**src/rtl/switch_allocator.sv**
```systemverilog
// Wormhole switch allocator: per-output round-robin arbitration among input heads, with the output held by the winner until its tail flit transfers.
// Latency: zero. Grants, crossbar selects and out_valid are combinational from the inputs in the same cycle. Lock and pointer updates appear on the next clk edge.
// Backpressure: out_ready low on an output blocks its grant and freezes that output's lock, owner and pointer. A stalled input simply keeps its flit presented.
//
// Ports:
//   clk, rst         clock, asynchronous active-high reset
//   in_valid/head/tail[i], in_route[3i+2:3i]   flit presence, type and requested output per input
//   out_ready[o]     downstream of output o can take a flit
//   in_grant[i]      pop strobe for input i
//   out_valid[o], out_sel[3o+2:3o]             crossbar drive per output
//   out_locked[o]    output o is reserved by an in-flight packet
//   route_err        sticky flag: some head asked for a port code above 4
module switch_allocator #(
  parameter int NUM_PORTS = 5,
  parameter int PORT_W    = 3
) (
  input  logic                        clk,
  input  logic                        rst,
  input  logic [NUM_PORTS-1:0]        in_valid,
  input  logic [NUM_PORTS-1:0]        in_head,
  input  logic [NUM_PORTS-1:0]        in_tail,
  input  logic [NUM_PORTS*PORT_W-1:0] in_route,
  input  logic [NUM_PORTS-1:0]        out_ready,
  output logic [NUM_PORTS-1:0]        in_grant,
  output logic [NUM_PORTS-1:0]        out_valid,
  output logic [NUM_PORTS*PORT_W-1:0] out_sel,
  output logic [NUM_PORTS-1:0]        out_locked,
  output logic                        route_err
);

  localparam logic [PORT_W:0]   NP   = (PORT_W+1)'(NUM_PORTS);
  localparam logic [PORT_W-1:0] LAST = PORT_W'(NUM_PORTS - 1);

  // per-output state
  logic [NUM_PORTS-1:0] locked;
  logic [PORT_W-1:0]    owner  [NUM_PORTS];
  logic [PORT_W-1:0]    rr_ptr [NUM_PORTS];

  logic [PORT_W-1:0]    route   [NUM_PORTS];
  logic [NUM_PORTS-1:0] req     [NUM_PORTS];  // req[o][i]
  logic [NUM_PORTS-1:0] win_vld;
  logic [PORT_W-1:0]    win_idx [NUM_PORTS];
  logic [PORT_W-1:0]    src     [NUM_PORTS];
  logic [NUM_PORTS-1:0] xfer;
  logic [NUM_PORTS-1:0] xfer_tail;
  logic [NUM_PORTS-1:0] gsrc    [NUM_PORTS];  // gsrc[i][o]: output o grants input i
  logic                 bad_head;

  // Route decode. A code above LAST matches no output, so an invalid head
  // never requests anything and just stalls at its input.
  always_comb begin
    bad_head = 1'b0;
    for (int i = 0; i < NUM_PORTS; i++) begin
      route[i] = in_route[i*PORT_W +: PORT_W];
      bad_head = bad_head | (in_valid[i] & in_head[i] & (route[i] > LAST));
    end
    for (int o = 0; o < NUM_PORTS; o++) begin
      req[o] = '0;
      for (int i = 0; i < NUM_PORTS; i++)
        req[o][i] = in_valid[i] & in_head[i] & (route[i] == PORT_W'(o));
    end
  end

  // Round-robin pick: first requester scanning from rr_ptr upward with wrap.
  always_comb begin
    logic [PORT_W:0] idx;
    for (int o = 0; o < NUM_PORTS; o++) begin
      win_vld[o] = 1'b0;
      win_idx[o] = '0;
      for (int k = 0; k < NUM_PORTS; k++) begin
        idx = {1'b0, rr_ptr[o]} + (PORT_W+1)'(k);
        if (idx >= NP) idx = idx - NP;
        if (!win_vld[o] && req[o][idx[PORT_W-1:0]]) begin
          win_vld[o] = 1'b1;
          win_idx[o] = idx[PORT_W-1:0];
        end
      end
    end
  end

  // A locked output follows its owner's valid only; route and head of the
  // owner's flits are don't-care. Requests to a locked output are ignored,
  // so a head arriving with the releasing tail naturally waits a cycle.
  always_comb begin
    for (int o = 0; o < NUM_PORTS; o++) begin
      if (locked[o]) begin
        src[o]  = owner[o];
        xfer[o] = in_valid[owner[o]] & out_ready[o];
      end else begin
        src[o]  = win_idx[o];
        xfer[o] = win_vld[o] & out_ready[o];
      end
      xfer_tail[o] = in_tail[src[o]];
    end
    for (int i = 0; i < NUM_PORTS; i++) begin
      gsrc[i] = '0;
      for (int o = 0; o < NUM_PORTS; o++)
        gsrc[i][o] = xfer[o] & (src[o] == PORT_W'(i));
    end
  end

  // Outputs are forced quiet while reset is held.
  always_comb begin
    in_grant  = '0;
    out_valid = '0;
    out_sel   = '0;
    for (int i = 0; i < NUM_PORTS; i++)
      in_grant[i] = ~rst & (|gsrc[i]);
    for (int o = 0; o < NUM_PORTS; o++) begin
      out_valid[o] = ~rst & xfer[o];
      out_sel[o*PORT_W +: PORT_W] = rst ? '0 : src[o];
    end
  end

  assign out_locked = locked;

  always_ff @(posedge clk or posedge rst) begin
    if (rst) begin
      locked    <= '0;
      route_err <= 1'b0;
      for (int o = 0; o < NUM_PORTS; o++) begin
        owner[o]  <= '0;
        rr_ptr[o] <= '0;
      end
    end else begin
      route_err <= route_err | bad_head;
      for (int o = 0; o < NUM_PORTS; o++) begin
        if (xfer[o]) begin
          if (locked[o]) begin
            if (xfer_tail[o]) locked[o] <= 1'b0;
          end else begin
            // pointer moves at the head; a single-flit packet never locks
            rr_ptr[o] <= (win_idx[o] == LAST) ? '0 : win_idx[o] + 1'b1;
            if (!xfer_tail[o]) begin
              locked[o] <= 1'b1;
              owner[o]  <= win_idx[o];
            end
          end
        end
      end
    end
  end

`ifndef SYNTHESIS
  // An input is never popped by two outputs in one cycle.
  always @(posedge clk) begin
    if (!rst) begin
      for (int i = 0; i < NUM_PORTS; i++)
        assert ($onehot0(gsrc[i]));
    end
  end
`endif

endmodule

```
**config.mk**
```make
export PLATFORM = sky130hd
export DESIGN_NAME = switch_allocator
export DESIGN_NICKNAME = d
export VERILOG_FILES = /design/src/rtl/switch_allocator.sv
export SDC_FILE = /design/constraint.sdc
export NUM_CORES = 1
export LEC_CHECK = 0
export CELL_PAD_IN_SITES_DETAIL_PLACEMENT = 0
export CELL_PAD_IN_SITES_GLOBAL_PLACEMENT = 1
export CORE_MARGIN = 3
export CORE_UTILIZATION = 30
export CTS_BUF_LIST = sky130_fd_sc_hd__clkbuf_8 sky130_fd_sc_hd__clkbuf_16
export CTS_CLUSTER_SIZE = 16
export DETAILED_ROUTE_END_ITERATION = 12
export DONT_BUFFER_PORTS = 1
export HOLD_SLACK_MARGIN = 0.08
export PLACE_DENSITY_LB_ADDON = 0.1
export SYNTH_ARGS = -nofsm -noshare
export SYNTH_HDL_FRONTEND = slang
export SYNTH_SLANG_ARGS = --single-unit
```
**constraint.sdc**
```tcl
create_clock -name clk -period 6.7 [get_ports clk]
set_input_delay 1.34 -clock clk [delete_from_list [all_inputs] [get_ports clk]]
set_output_delay 1.34 -clock clk [all_outputs]
set_load 0.01 [all_outputs]
```
==> results of run 1 <==
## final cells by class
class,count,area [um2]
inverter,60,225
antenna,1,2.50
multi-input combinational,956,6760
sequential,36,901
clock inverter,3,90.1
clock buffer,5,125
tap,335,419
timing repair buffer,22,165
fill,2805,17500
## state kept, by name (all words and copies together), names as in the netlist
signal / count
out_locked: 5
owner: 15
route_err: 1
rr_ptr: 15
## cells in the final DEF (no fill, tap or decap), drive strengths merged, types with 15 or more instances in the layout
cell / synthesis / routed
a21o: 23 / 23
nor2: 96 / 96
and2: 26 / 26
a21oi: 63 / 63
nor2b: 16 / 16
mux2: 24 / 24
o211ai: 20 / 20
buf: 9 / 22
nand2: 80 / 80
nor3: 35 / 35
nand2b: 27 / 27
ha: 47 / 47
nand3: 40 / 40
inv: 60 / 60
o21ai: 59 / 59
xnor2: 15 / 15
mux2i: 52 / 52
dfrtp: 36 / 36
or2: 16 / 16
a211oi: 26 / 26
## stage by stage
| stage | util [%] | cell area (um2) | power, mW | hold WS, ns |
|---|---|---|---|---|
| 2_1_floorplan | - | 8060 | 3.50 | 0.492 |
| 3_3_place_gp | 32.3 | 8470 | 4.57 | 0.517 |
| 3_5_place_dp | 32.3 | 8470 | 4.49 | 0.525 |
| 4_1_cts | 33.1 | 8690 | 4.87 | 0.538 |
| 5_1_grt | 33.2 | 8690 | 5.36 | 0.569 |
| 6_report | 33.2 | 8690 | 4.90 | 0.538 |
## routing by layer
metal / vias up / part of all wire [%]
met2: 209 / 47
li1: 4178 / -
met3: 40 / 5.0
met1: 4127 / 46
met4: 0 / 1.6
met5: - / 0
## cell families after synthesis
group           count (synthesis)  synth area share [%]
simple gates                  442                  29.3
compound gates                359                  32.0
buf+inv                       101                  4.91
mux                            83                  12.0
fa+ha+maj                      52                  8.54
flops                          36                  11.2
xor+xnor                       20                  2.17
## power groups by stage
stage	clock network [mW]	registers (mW)	logic (mW)
after floorplan	0	0.401	3.10
after global placement	0	0.485	4.08
after detailed placement	0	0.482	4.01
after CTS	0.361	0.478	4.04
after global routing	0.371	0.496	4.49
final	0.355	0.476	4.07
## how the worst max path moves through the flow
stage,startpoint,cells past startpoint,to
finish,rr_ptr[14],12,in_grant[1]
global route,rr_ptr[3],16,in_grant[1]
CTS,rr_ptr[14],12,in_grant[1]
detailed placement,in_valid[0],11,in_grant[1]
global placement,rr_ptr[14],12,in_grant[1]
floorplan,in_route[7],13,in_grant[4]
## timing repair
item,4_1_cts,5_1_grt
setup buffers,0,0
gates resized for setup,0,1
setup endpoints to repair,0,1
==> reports/results.tsv, run 1 <==
stage	metric	value	unit
yosys	synthDominantCellAreaShare	11.2	%
global_route	use_met3	3.83	%
clock_network	cts-buffers-inserted	5	
yosys	synth_common_cells	nor2_1, nand2_1, a21oi_1	
timing	fin_worst_skew	0.0101	ns
yosys	synth_top_cell_by_area	dfrtp_1	
route	dr.pass1.iters	5	
clock_network	clk_pin_slew	0.07	ns
power_and_ir_drop	power_density	564	nW/um2
job	drv_cap	0	
global_route	use_met2	34.9	%
setup_path	arrival	5.00	ns
route	wl_per_cell	21.5	um
global_route	grt_busiest_layer	met2	
global_route	grt_pass1_wl	47.3	mm
yosys	syn_area	8060	um2
placed_design	gp_congestion	0.883	
timing	tns	0	ns
route	vias_per_cell	6.03	
yosys	netlist-cell-type-count	98	
timing	finalMaxSlewViolations	0	
timing	finalSetupViolCount	0	
floorplanning	ios	68	
power_and_ir_drop	ir_drop	0.354	mV
floorplanning	start_util	30.7	%
timing	tightest_slew	0.852	ns
yosys	ys_seq_area_share	11.2	%
yosys	synth_most_common_cell	nor2_1	
hold_path	holdPathStages	1	
setup_path	slowest_delay	0.72	ns
setup_path	rrSetupSlack	1.48	ns
power_and_ir_drop	clkPwrFrac	7.2	%
global_route	grt_util_all_layers	20.5	%
clock_network	worstSkewPairLatency	0.29	ns
yosys	avgSynthCellArea	7.37	um2
yosys	synth_nets	1182	
setup_path	slowest_stage	dfrtp_1	
setup_path	crit_buf_inv	2	
timing	fin_ws	0.360	ns
clock_network	hold_buffers	0	
outcome	status	finished clean	
global_route	gr-total-overflow	0	
hold_path	min-delay-start	owner[8]	
setup_path	crit_path_end_kind	output port	
finish	drive_gt1_share	7.21	%
global_route	met1_usage	27.4	%
timing	period_share	94.6	%
setup_path	critPathLaunchType	flip-flop	
setup_path	critical_path_class	reg2out	
finish	final_cells	1418	
yosys	synth_ff_type	dfrtp_1	
power_and_ir_drop	p_switching	2.77	mW
floorplanning	rows	59	
hold_path	whs_endpoint	owner[8]	
yosys	syn-instance-count	1093	
placed_design	pre_cts_ws	0.652	ns
route	final_antenna_net_count	0	
timing	fmax	158	MHz
setup_path	r2r_cells	15	
global_route	antenna_found_initial	1	
route	routed_wirelength	30.5	mm
route	drt_iter0_markers	438	
route	vias	8554	
placed_design	place_hpwl	24.6	mm
clock_network	clock_path_buffers	2	
setup_path	timing.rr.end	owner[6]	
floorplanning	die_area	28900	um2
global_route	grt_start_max_net_pins	23	
placed_design	port-buffer-count	0	
placed_design	placed_cells	1409	
hold_path	hp-class	reg2reg	
global_route	first_global_vias	8157	
route	drc_errors	0	
setup_path	cp_max_fo	17	
yosys	async_flop_share	100	%
yosys	yosysWarnings	0	
clock_network	cts_sinks	36	
clock_network	cts_tree	built	
yosys	synth_edf_count	0	
floorplanning	core	26200	um2
finish	areaGrowthSynthToFinish	7.89	%
floorplanning	fp.dieH	170	um
setup_path	path_delay_family	compound AO/OA/AOI/OAI gates	
timing	hold_violations	0	
setup_path	cp_data_required_time	5.36	ns
power_and_ir_drop	intPower	2.13	mW
clock_network	cts-root-buf	clkbuf_16	
yosys	ys_top_cells_by_area	dfrtp_1, ha_1, mux2i_1, nor2_1, a21oi_1	
finish	final_nets	1170	
timing	layout_min_cycle_time	6.34	ns
power_and_ir_drop	comb_power_share	83.0	%
power_and_ir_drop	seqPwrFrac	9.7	%
floorplanning	die_w	170	um
timing	slew_headroom	42.3	%
yosys	ys_ff_latch	36	
clock_network	h-tree-depth	2	
setup_path	path_cells	inv_1 > ha_1 > a21oi_2 > mux2i_1 > mux4_2 > a21oi_1 > nand4_1 > o31a_1 > a22oi_1 > inv_1 > o32ai_1 > o31a_1	
power_and_ir_drop	switching_share	56.6	%
timing	rsz0062_at_grt	no	
power_and_ir_drop	p_leak	3.50	nW
setup_path	worst_r2r_startpoint	rr_ptr[7]	
Power figures use the tool's default switching activity.
==> inputs of run 2 (changes only) <==
--- a/config.mk
+++ b/config.mk
@@ -15,6 +15,7 @@
 export DONT_BUFFER_PORTS = 1
 export HOLD_SLACK_MARGIN = 0.08
 export PLACE_DENSITY_LB_ADDON = 0.1
+export RECOVER_POWER = 100
 export SYNTH_ARGS = -nofsm -noshare
 export SYNTH_HDL_FRONTEND = slang
 export SYNTH_SLANG_ARGS = --single-unit
==> run 2 against run 1 <==
- sequential share of layout area rose by 0.062 points
- largest power group unchanged
- via count is 0.41% lower
- core utilization shrank 0.20 points
- highest routed layer unchanged
- clock skew is 0.0011 ns lower
- final cell count unchanged
- global-route usage unchanged
==> reports/results.tsv, run 2 (synthesis gave the netlist of run 1 again) <==
stage	metric	value	unit	change
placed_design	port-buffer-count	0		unchanged
setup_path	crit_buf_inv	4		+2
setup_path	slowest_stage	clkbuf_1		
setup_path	slowest_delay	0.53	ns	-0.19 ns
route	wl_per_cell	21.5	um	about the same
route	drt_iter0_markers	531		+21%
clock_network	cts_sinks	36		unchanged
finish	drive_gt1_share	5.55	%	-1.7 points
finish	regArea	901	um2	unchanged
floorplanning	die_w	170	um	unchanged
route	final_antenna_net_count	0		unchanged
finish	multiInputGateArea	6740	um2	-0.31%
timing	fin_worst_skew	0.00901	ns	-0.00112 ns
setup_path	cp_data_required_time	5.36	ns	about the same
placed_design	gp_congestion	0.883		unchanged
setup_path	rrSetupSlack	1.36	ns	-0.12 ns
finish	areaGrowthSynthToFinish	7.25	%	
setup_path	critPathLaunchType	flip-flop		
finish	layout_commonest_cell	nor2_1		
timing	period_share	95.3	%	+0.71 points
floorplanning	start_util	30.7	%	unchanged
route	dr.pass1.iters	6		+1
timing	layout_min_cycle_time	6.39	ns	+0.0473 ns
floorplanning	die_area	28900	um2	unchanged
finish	final_nets	1170		unchanged
job	drv_cap	0		unchanged
global_route	gr-total-overflow	0		unchanged
power_and_ir_drop	power_density	559	nW/um2	-0.82%
global_route	grt_start_max_net_pins	23		unchanged
timing	finalSetupViolCount	0		unchanged
clock_network	worstSkewPairLatency	0.29	ns	about the same
setup_path	worst_r2r_startpoint	rr_ptr[7]		
clock_network	h-tree-depth	2		unchanged
floorplanning	rows	59		unchanged
clock_network	cts_tree	built		
timing	fmax	157	MHz	-0.74%
global_route	grt_util_all_layers	20.5	%	unchanged
timing	finalMaxSlewViolations	0		unchanged
route	routed_wirelength	30.5	mm	about the same
finish	final_cell_mix	nor2_1, nand2_1, a21oi_1		
floorplanning	ios	68		unchanged
timing	hold_violations	0		unchanged
clock_network	cts-buffers-inserted	5		unchanged
setup_path	arrival	5.05	ns	+0.05 ns
route	vias	8519		-0.41%
route	drc_errors	0		unchanged
outcome	status	finished clean		
hold_path	min-delay-start	owner[8]		
setup_path	path_cells	clkbuf_1 > ha_1 > inv_1 > fa_1 > or3_1 > and3_1 > o211ai_1 > nand3_1 > or2_0 > o32ai_2 > inv_1 > mux2i_1 > buf_4 > nand2_1 > or3_1 > a31oi_1		
floorplanning	fp.dieH	170	um	unchanged
clock_network	clk_pin_slew	0.07	ns	about the same
timing	tightest_slew	1.43	ns	+0.577 ns
setup_path	crit_path_end_kind	output port		
hold_path	hp-class	reg2reg		
setup_path	critical_path_class	reg2out		
timing	tns	0	ns	unchanged
clock_network	cts-root-buf	clkbuf_16		
clock_network	clock_path_buffers	2		unchanged
placed_design	place_hpwl	24.6	mm	unchanged
timing	slew_headroom	4.76	%	-38 points
timing	rsz0062_at_grt	no		
clock_network	cts_post_setup_buffers_inserted	0		unchanged
setup_path	crit_start	rr_ptr[10]		
power_and_ir_drop	ir_drop	0.354	mV	+0.12%
floorplanning	core	26200	um2	unchanged
route	vias_per_cell	6.01		-0.41%
setup_path	cp_max_fo	11		-6
setup_path	path_delay_family	simple AND/OR/NAND/NOR gates		
global_route	grt_pass1_wl	47.3	mm	unchanged
power_and_ir_drop	total_power	4.83	mW	-1.4%
finish	final.fill_count	2818		+0.46%
timing	hold-worst-slack	0.539	ns	+0.000874 ns
power_and_ir_drop	p_leak	3.47	nW	-0.88%
global_route	first_global_vias	8157		unchanged
global_route	antenna_found_initial	1		unchanged
run 2: changes by cell type in the layout (fill, tap and decap cells not counted), sizes merged:
cell	before	now
buf	22	14
clkbuf	5	13
run 2: per-stage QoR:
stage	utilization (%)	instance area [um2]	cells	setup slack, ns
final	33.0	8640	1418	0.313
after global routing	33.0	8640	1417	0.0252
after CTS	33.1	8690	1417	0.367
after detailed placement	32.3	8470	1409	0.652
after global placement	32.3	8470	1409	0.590
after floorplan	-	8060	1093	1.13
run 2: path summary, 6_finish.rpt:
kind,to,depth (start not counted)
max,in_grant[4],16
min,owner[8],1
max reg2reg,owner[6],15
min reg2reg,owner[8],1
max in group asynchronous,owner[4],2
min in group asynchronous,out_locked[1],1
run 2: worst reg2reg max path, cell delays in order, from the launching register on:
cell and delay (ns):
dfrtp_1 0.54, ha_1 0.21, inv_1 0.05, fa_1 0.40, a21oi_1 0.42, xnor2_1 0.23
mux2i_1 0.34, o221ai_1 0.30, o31ai_1 0.37, o211ai_1 0.20, a22oi_1 0.58, clkbuf_1 0.37
mux2i_1 0.29, nor3_1 0.09, nor3_1 0.46, mux2_1 0.37
run 2: metal layers:
layer / part of all wire (%) / track usage, %
met5: 0 / 0
met4: 1.6 / 3.81
met3: 4.7 / 3.83
met2: 47 / 34.9
met1: 47 / 27.4
run 2: report_power, final:
part	switching (mW)	total, mW	internal [mW]
combinational	2.47	4.00	1.53
clock	0.104	0.355	0.251
sequential	0.179	0.477	0.298
run 2: repair_timing:
action,4_1_cts,5_1_grt
gates resized for setup,0,1
setup endpoints to repair,0,1
hold buffers,0,0
run 2: cell type report:
class,instances,share of cell area [%]
Antenna cell,1,0.0290
Inverter,60,2.61
Sequential cell,36,10.4
Timing Repair Buffer,22,1.56
Clock inverter,3,1.04
Multi-Input combinational cell,956,78.0
Tap cell,335,4.85
Clock buffer,5,1.45
==> RTL change 1: new RTL, settings of run 1 <==
`PORT_W`: 3 -> 6.
--- a/src/rtl/switch_allocator.sv
+++ b/src/rtl/switch_allocator.sv
@@ -12,7 +12,7 @@
 //   route_err        sticky flag: some head asked for a port code above 4
 module switch_allocator #(
   parameter int NUM_PORTS = 5,
-  parameter int PORT_W    = 3
+  parameter int PORT_W    = 6
 ) (
   input  logic                        clk,
   input  logic                        rst,
Ports: changed (resized in_route and out_sel); port bits go from 68 to 98. The function was not compared with the original's and may differ.
==> RTL change 1 against run 1 <==
Cell area is 110% higher. Area after synthesis up 92%. Wire length rose by 120%. Sequential cell count increased by 30. Register-to-register slack got worse by 0.17 ns. Worst hold slack worse by 0.031 ns. Critical path type is now input pin to output pin. Utilization grew 3.1 points. Setup slack lost 0.21 ns.
Power is not shown: default switching activity piles up to over one toggle a cycle in this logic, so the estimate is an artifact.
==> RTL change 1: results (changes against run 1) <==
[clock_network]
htreeDepth = 3  ; +1
clkSinkCount = 66  ; +83%

[finish]
clkCellAreaFrac_pct = 1.568  ; -0.91 points
fin_util_pct = 36.29  ; +3.1 points
num-nets-final = 2386  ; +100%
regArea_um2 = 1658  ; +84%
buffers = 246  ; +1000%
nFillCells = 5355  ; +91%
multiInputCombCellCount = 1845  ; +93%

[die]
core-area_um2 = 50580  ; +93%

[timing]
fin_worst_skew_ns = 0.01020  ; +0.00007650 ns
slew_headroom_pct = 39.86  ; -2.5 points
holdWs_ns = 0.5064  ; -0.03138 ns

[placement]
place_ws_ns = -0.07567  ; -0.7276 ns
dpl_cell_area_um2 = 17440  ; +110%
gp_congestion = 0.9312  ; +5.4%
dp_hpwl_um = 55360  ; +120%

[yosys]
synth_area_leaders = dfrtp_1 11%, ha_1 6.6%, xnor2_1 6.0%, nand2_1 4.5%, a21oi_1 4.4%
yosysUniqueCellTypes = 129  ; +32%
ys_seq_area_share_pct = 10.65  ; -0.53 points
syn-instance-count = 2115  ; +94%

[min_path]
min_to = owner[17]

[global_route]
grt_max_degree = 45  ; +96%
grt_pass1_vias = 16320  ; +100%
antenna_found_initial = 3  ; +2
grt_usage_pct = 24.01  ; +3.5 points

[critical_path]
cp_slowest_cell = or4b_1
arrival_ns = 5.21  ; +0.21 ns
ff2ff_setup_slack_ns = 1.31  ; -0.17 ns
reg2regPathDepth = 18  ; +3
cp_max_fo = 6  ; -11
critical_path.max_stage_delay_ns = 0.63  ; -0.09 ns

[routing]
post_drt_via_cell_ratio = 5.975  ; -0.94%
dr_wl_met2_um = 30700  ; +110%
routed_wl_um = 68250  ; +120%
drt_iter0_markers = 1483  ; +240%
wl_met1_um = 32070  ; +130%

[outcome]
status = complete, no violations

[RTL change 1: changes by cell type in the layout (fill, tap and decap cells not counted), moves of 20 or more]
| cell | before | now |
|---|---|---|
| nand4_1 | 12 | 45 |
| nand2_1 | 80 | 185 |
| nor4_1 | 8 | 28 |
| xor2_1 | 5 | 30 |
| a21oi_1 | 62 | 131 |
| xnor2_1 | 15 | 101 |
| nor3_1 | 35 | 67 |
| buf_4 | 22 | 245 |
| o21ai_0 | 47 | 105 |
| mux2_2 | 11 | 48 |
| ha_1 | 47 | 74 |
| dfrtp_1 | 36 | 61 |
| nor2_1 | 96 | 164 |
| nand3_1 | 40 | 99 |
[RTL change 1: worst max path at each step]
| stage | slack (ns) | to | start |
|---|---|---|---|
| 4_1_cts | 0.005 | in_grant[0] | rr_ptr[7] |
| 5_1_grt | -0.02 | in_grant[4] | rr_ptr[12] |
| 6_report | 0.15 | in_grant[4] | in_route[1] |
| 2_1_floorplan | 0.26 | in_grant[0] | rr_ptr[24] |
| 3_5_place_dp | -0.08 | in_grant[4] | rr_ptr[19] |
| 3_3_place_gp | -0.06 | in_grant[4] | rr_ptr[19] |
[RTL change 1: cell families (layout without fill, tap and decap cells)]
group | count (synthesis) | in the layout | synth area share [%]
compound gates | 654 | 654 | 30.29
xor+xnor | 139 | 139 | 8.022
fa+ha+maj | 82 | 82 | 6.618
buf+inv | 204 | 346 | 5.778
flops | 66 | 66 | 10.65
mux | 122 | 122 | 9.515
other cells | 0 | 2 | 0
simple gates | 848 | 848 | 29.13
[RTL change 1: metal layers]
layer  vias up  global-route usage (%)
met5         -                       0
met4         0                   4.927
met3        69                   4.085
met2       587                   38.49
met1      8545                   33.76
li1       8313                       -
==> RTL change 2: new RTL, flow settings as in run 1 <==
Made on the original files. Register the output `route_err` once more, with the module's reset; this adds one clock of latency there. The other outputs are not delayed to match.
--- a/src/rtl/switch_allocator.sv
+++ b/src/rtl/switch_allocator.sv
@@ -30,6 +30,8 @@
 
   localparam logic [PORT_W:0]   NP   = (PORT_W+1)'(NUM_PORTS);
   localparam logic [PORT_W-1:0] LAST = PORT_W'(NUM_PORTS - 1);
+
+  logic route_err_s0;
 
   // per-output state
   logic [NUM_PORTS-1:0] locked;
@@ -117,13 +119,13 @@
   always_ff @(posedge clk or posedge rst) begin
     if (rst) begin
       locked    <= '0;
-      route_err <= 1'b0;
+      route_err_s0 <= 1'b0;
       for (int o = 0; o < NUM_PORTS; o++) begin
         owner[o]  <= '0;
         rr_ptr[o] <= '0;
       end
     end else begin
-      route_err <= route_err | bad_head;
+      route_err_s0 <= route_err_s0 | bad_head;
       for (int o = 0; o < NUM_PORTS; o++) begin
         if (xfer[o]) begin
           if (locked[o]) begin
@@ -151,5 +153,13 @@
   end
 `endif
 
+  always_ff @(posedge clk or posedge rst) begin
+    if (rst) begin
+      route_err <= '0;
+    end else begin
+      route_err <= route_err_s0;
+    end
+  end
+
 endmodule
 
Check against the original RTL: not equivalent (a bounded check fails within 4 cycles, from zero or initial values and one cycle with rst high).
==> RTL change 2 against run 1 <==
Area after synthesis is 1.2% higher. Via count increased by 1.5%. Sequential cell count rose by 1. Wire length rose by 1.9%. Count of clock-buffer cells in the layout is the same. Setup slack improved by 0.023 ns. Sequential power rose by 2%. Critical path type unchanged. Highest routed layer unchanged. Largest power group unchanged. Global-route usage increased by 0.24 points. Cell area increased by 1.9%. Power up 8.3%. Critical endpoint is now in_grant[2].
==> RTL change 2: results (changes against run 1) <==
[critical_path]
arrival_ns = 4.98  ; -0.02 ns
critPathTopFamily = compound AO/OA/AOI/OAI gates
cp_max_fo = 10  ; -7
r2r-start = rr_ptr[14]
reg2reg_to = owner[13]
critical_path.max_stage_delay_ns = 0.58  ; -0.14 ns
reg2regPathDepth = 14  ; -1
ff2ff_setup_slack_ns = 1.51  ; +0.03 ns
cp_slowest_cell = dfrtp_1

[power_and_ir_drop]
power_leakage_nw = 3.551  ; +1.4%
intPower_mw = 2.272  ; +6.9%
ir_drop_v = 0.0001582  ; -55%

[clock_network]
clkTransAtPathRegs_ns = 0.07  ; about the same
cts_buffer_depth = 2  ; unchanged
htreeDepth = 2  ; unchanged
cts_buffers = 5  ; unchanged
cts_root_buf = clkbuf_16
clock_latency_ns = 0.29  ; about the same
post-cts-setup-buffer-count = 0  ; unchanged
cts_resized = 0  ; unchanged

[min_path]
holdCritPathClass = flop to flop
min_to = route_err
hold_depth = 0  ; -1
hp-start = route_err_s0

[timing]
fin_worst_skew_ns = 0.004998  ; -0.005128 ns
holdWs_ns = 0.4641  ; -0.07359 ns
slew_viol_final = 0  ; unchanged
slew_headroom_pct = 49.48  ; +7.2 points

[global_route]
grt_usage_pct = 20.78  ; +0.24 points
grt_pass1_vias = 8047  ; -1.3%
grt_max_degree = 33  ; +43%
grt_pass1_wl_um = 47900  ; +1.2%
antenna_found_initial = 1  ; unchanged

[placement]
dpl_cell_area_um2 = 8657  ; +2.2%
gp_congestion = 0.8791  ; -0.46%
dp_hpwl_um = 25180  ; +2.3%
place_ws_ns = 0.6464  ; -0.005488 ns
dp_cells = 1436  ; +1.9%
portBuffers = 0  ; unchanged

[finish]
drive_gt1_share_pct = 10.37  ; +3.2 points
nFillCells = 2900  ; +3.4%
fin_util_pct = 33.62  ; +0.46 points

[yosys]
yosysUniqueCellTypes = 106  ; +8.2%
ys_seq_area_share_pct = 11.35  ; +0.17 points
synthArstFlopShare_pct = 100.0  ; unchanged
synthFlopType = dfrtp_1
yosysWarnings = 0  ; unchanged
syn_nets = 1192  ; +0.85%
synth_area_leaders = dfrtp_1 11%, ha_1 7.2%, mux2i_1 5.4%, nor2_1 5.3%, nand2_1 4.1%
synthTopCellsByCount = 115 x nor2_1, 88 x nand2_1, 58 x a21oi_1, 55 x inv_1, 49 x nand3_1
syn_area_per_cell_um2 = 7.393  ; +0.29%
synth_edf_count = 0  ; unchanged

[routing]
route.vias.total = 8680  ; +1.5%
drt_iter0_markers = 809  ; +85%
post_drt_via_cell_ratio = 6.007  ; -0.42%
drt-pass1-iter-count = 5  ; unchanged
wire_per_inst_um = 21.52  ; about the same

[outcome]
status = complete, no violations

==> RTL change 2: layer usage <==
layer,GRT usage [%],vias up,wire (um)
met2,32.63,225,13780
met5,0,-,0
met4,5.143,0,602
met3,2.750,25,1734
met1,30.17,4192,14980
li1,-,4238,-
==> RTL change 2: cells by family (layout without fill, tap and decap cells) <==
family / Yosys count / count (layout) / share of synthesized area [%]
adder cells (fa/ha/maj): 52 / 52 / 8.439
AO/OA/AOI/OAI: 348 / 348 / 30.57
buffers and inverters: 92 / 98 / 4.542
multiplexers: 80 / 80 / 11.68
AND/OR/NAND/NOR: 471 / 471 / 30.95
flip-flops: 37 / 37 / 11.35
XOR/XNOR: 23 / 23 / 2.471
other: 0 / 1 / 0
==> RTL change 2: worst max-delay path by stage <==
stage,startpoint,end,slack (ns)
final,rr_ptr[10],in_grant[2],0.38
after global routing,rr_ptr[10],in_grant[2],0.06
after CTS,rr_ptr[3],in_grant[0],0.34
after detailed placement,in_route[14],in_grant[2],0.65
after global placement,in_route[14],in_grant[2],0.64
after floorplan,rr_ptr[0],in_grant[1],0.83
==> RTL change 2: final cells by class <==
class / instances / area share, %
Inverter: 59 / 2.499
Clock inverter: 3 / 0.7766
Multi-Input combinational cell: 974 / 77.48
Antenna cell: 1 / 0.02824
Timing Repair Buffer: 31 / 2.626
Sequential cell: 37 / 10.45
Clock buffer: 5 / 1.412
Tap cell: 335 / 4.730
==> RTL change 2: power groups by stage <==
stage / sequential [mW] / combinational (mW) / clock (mW)
after floorplan: 0.415 / 3.38 / 0
after global placement: 0.492 / 4.49 / 0
after detailed placement: 0.487 / 4.45 / 0
after CTS: 0.485 / 4.47 / 0.336
after global routing: 0.509 / 5.00 / 0.343
final: 0.484 / 4.49 / 0.328
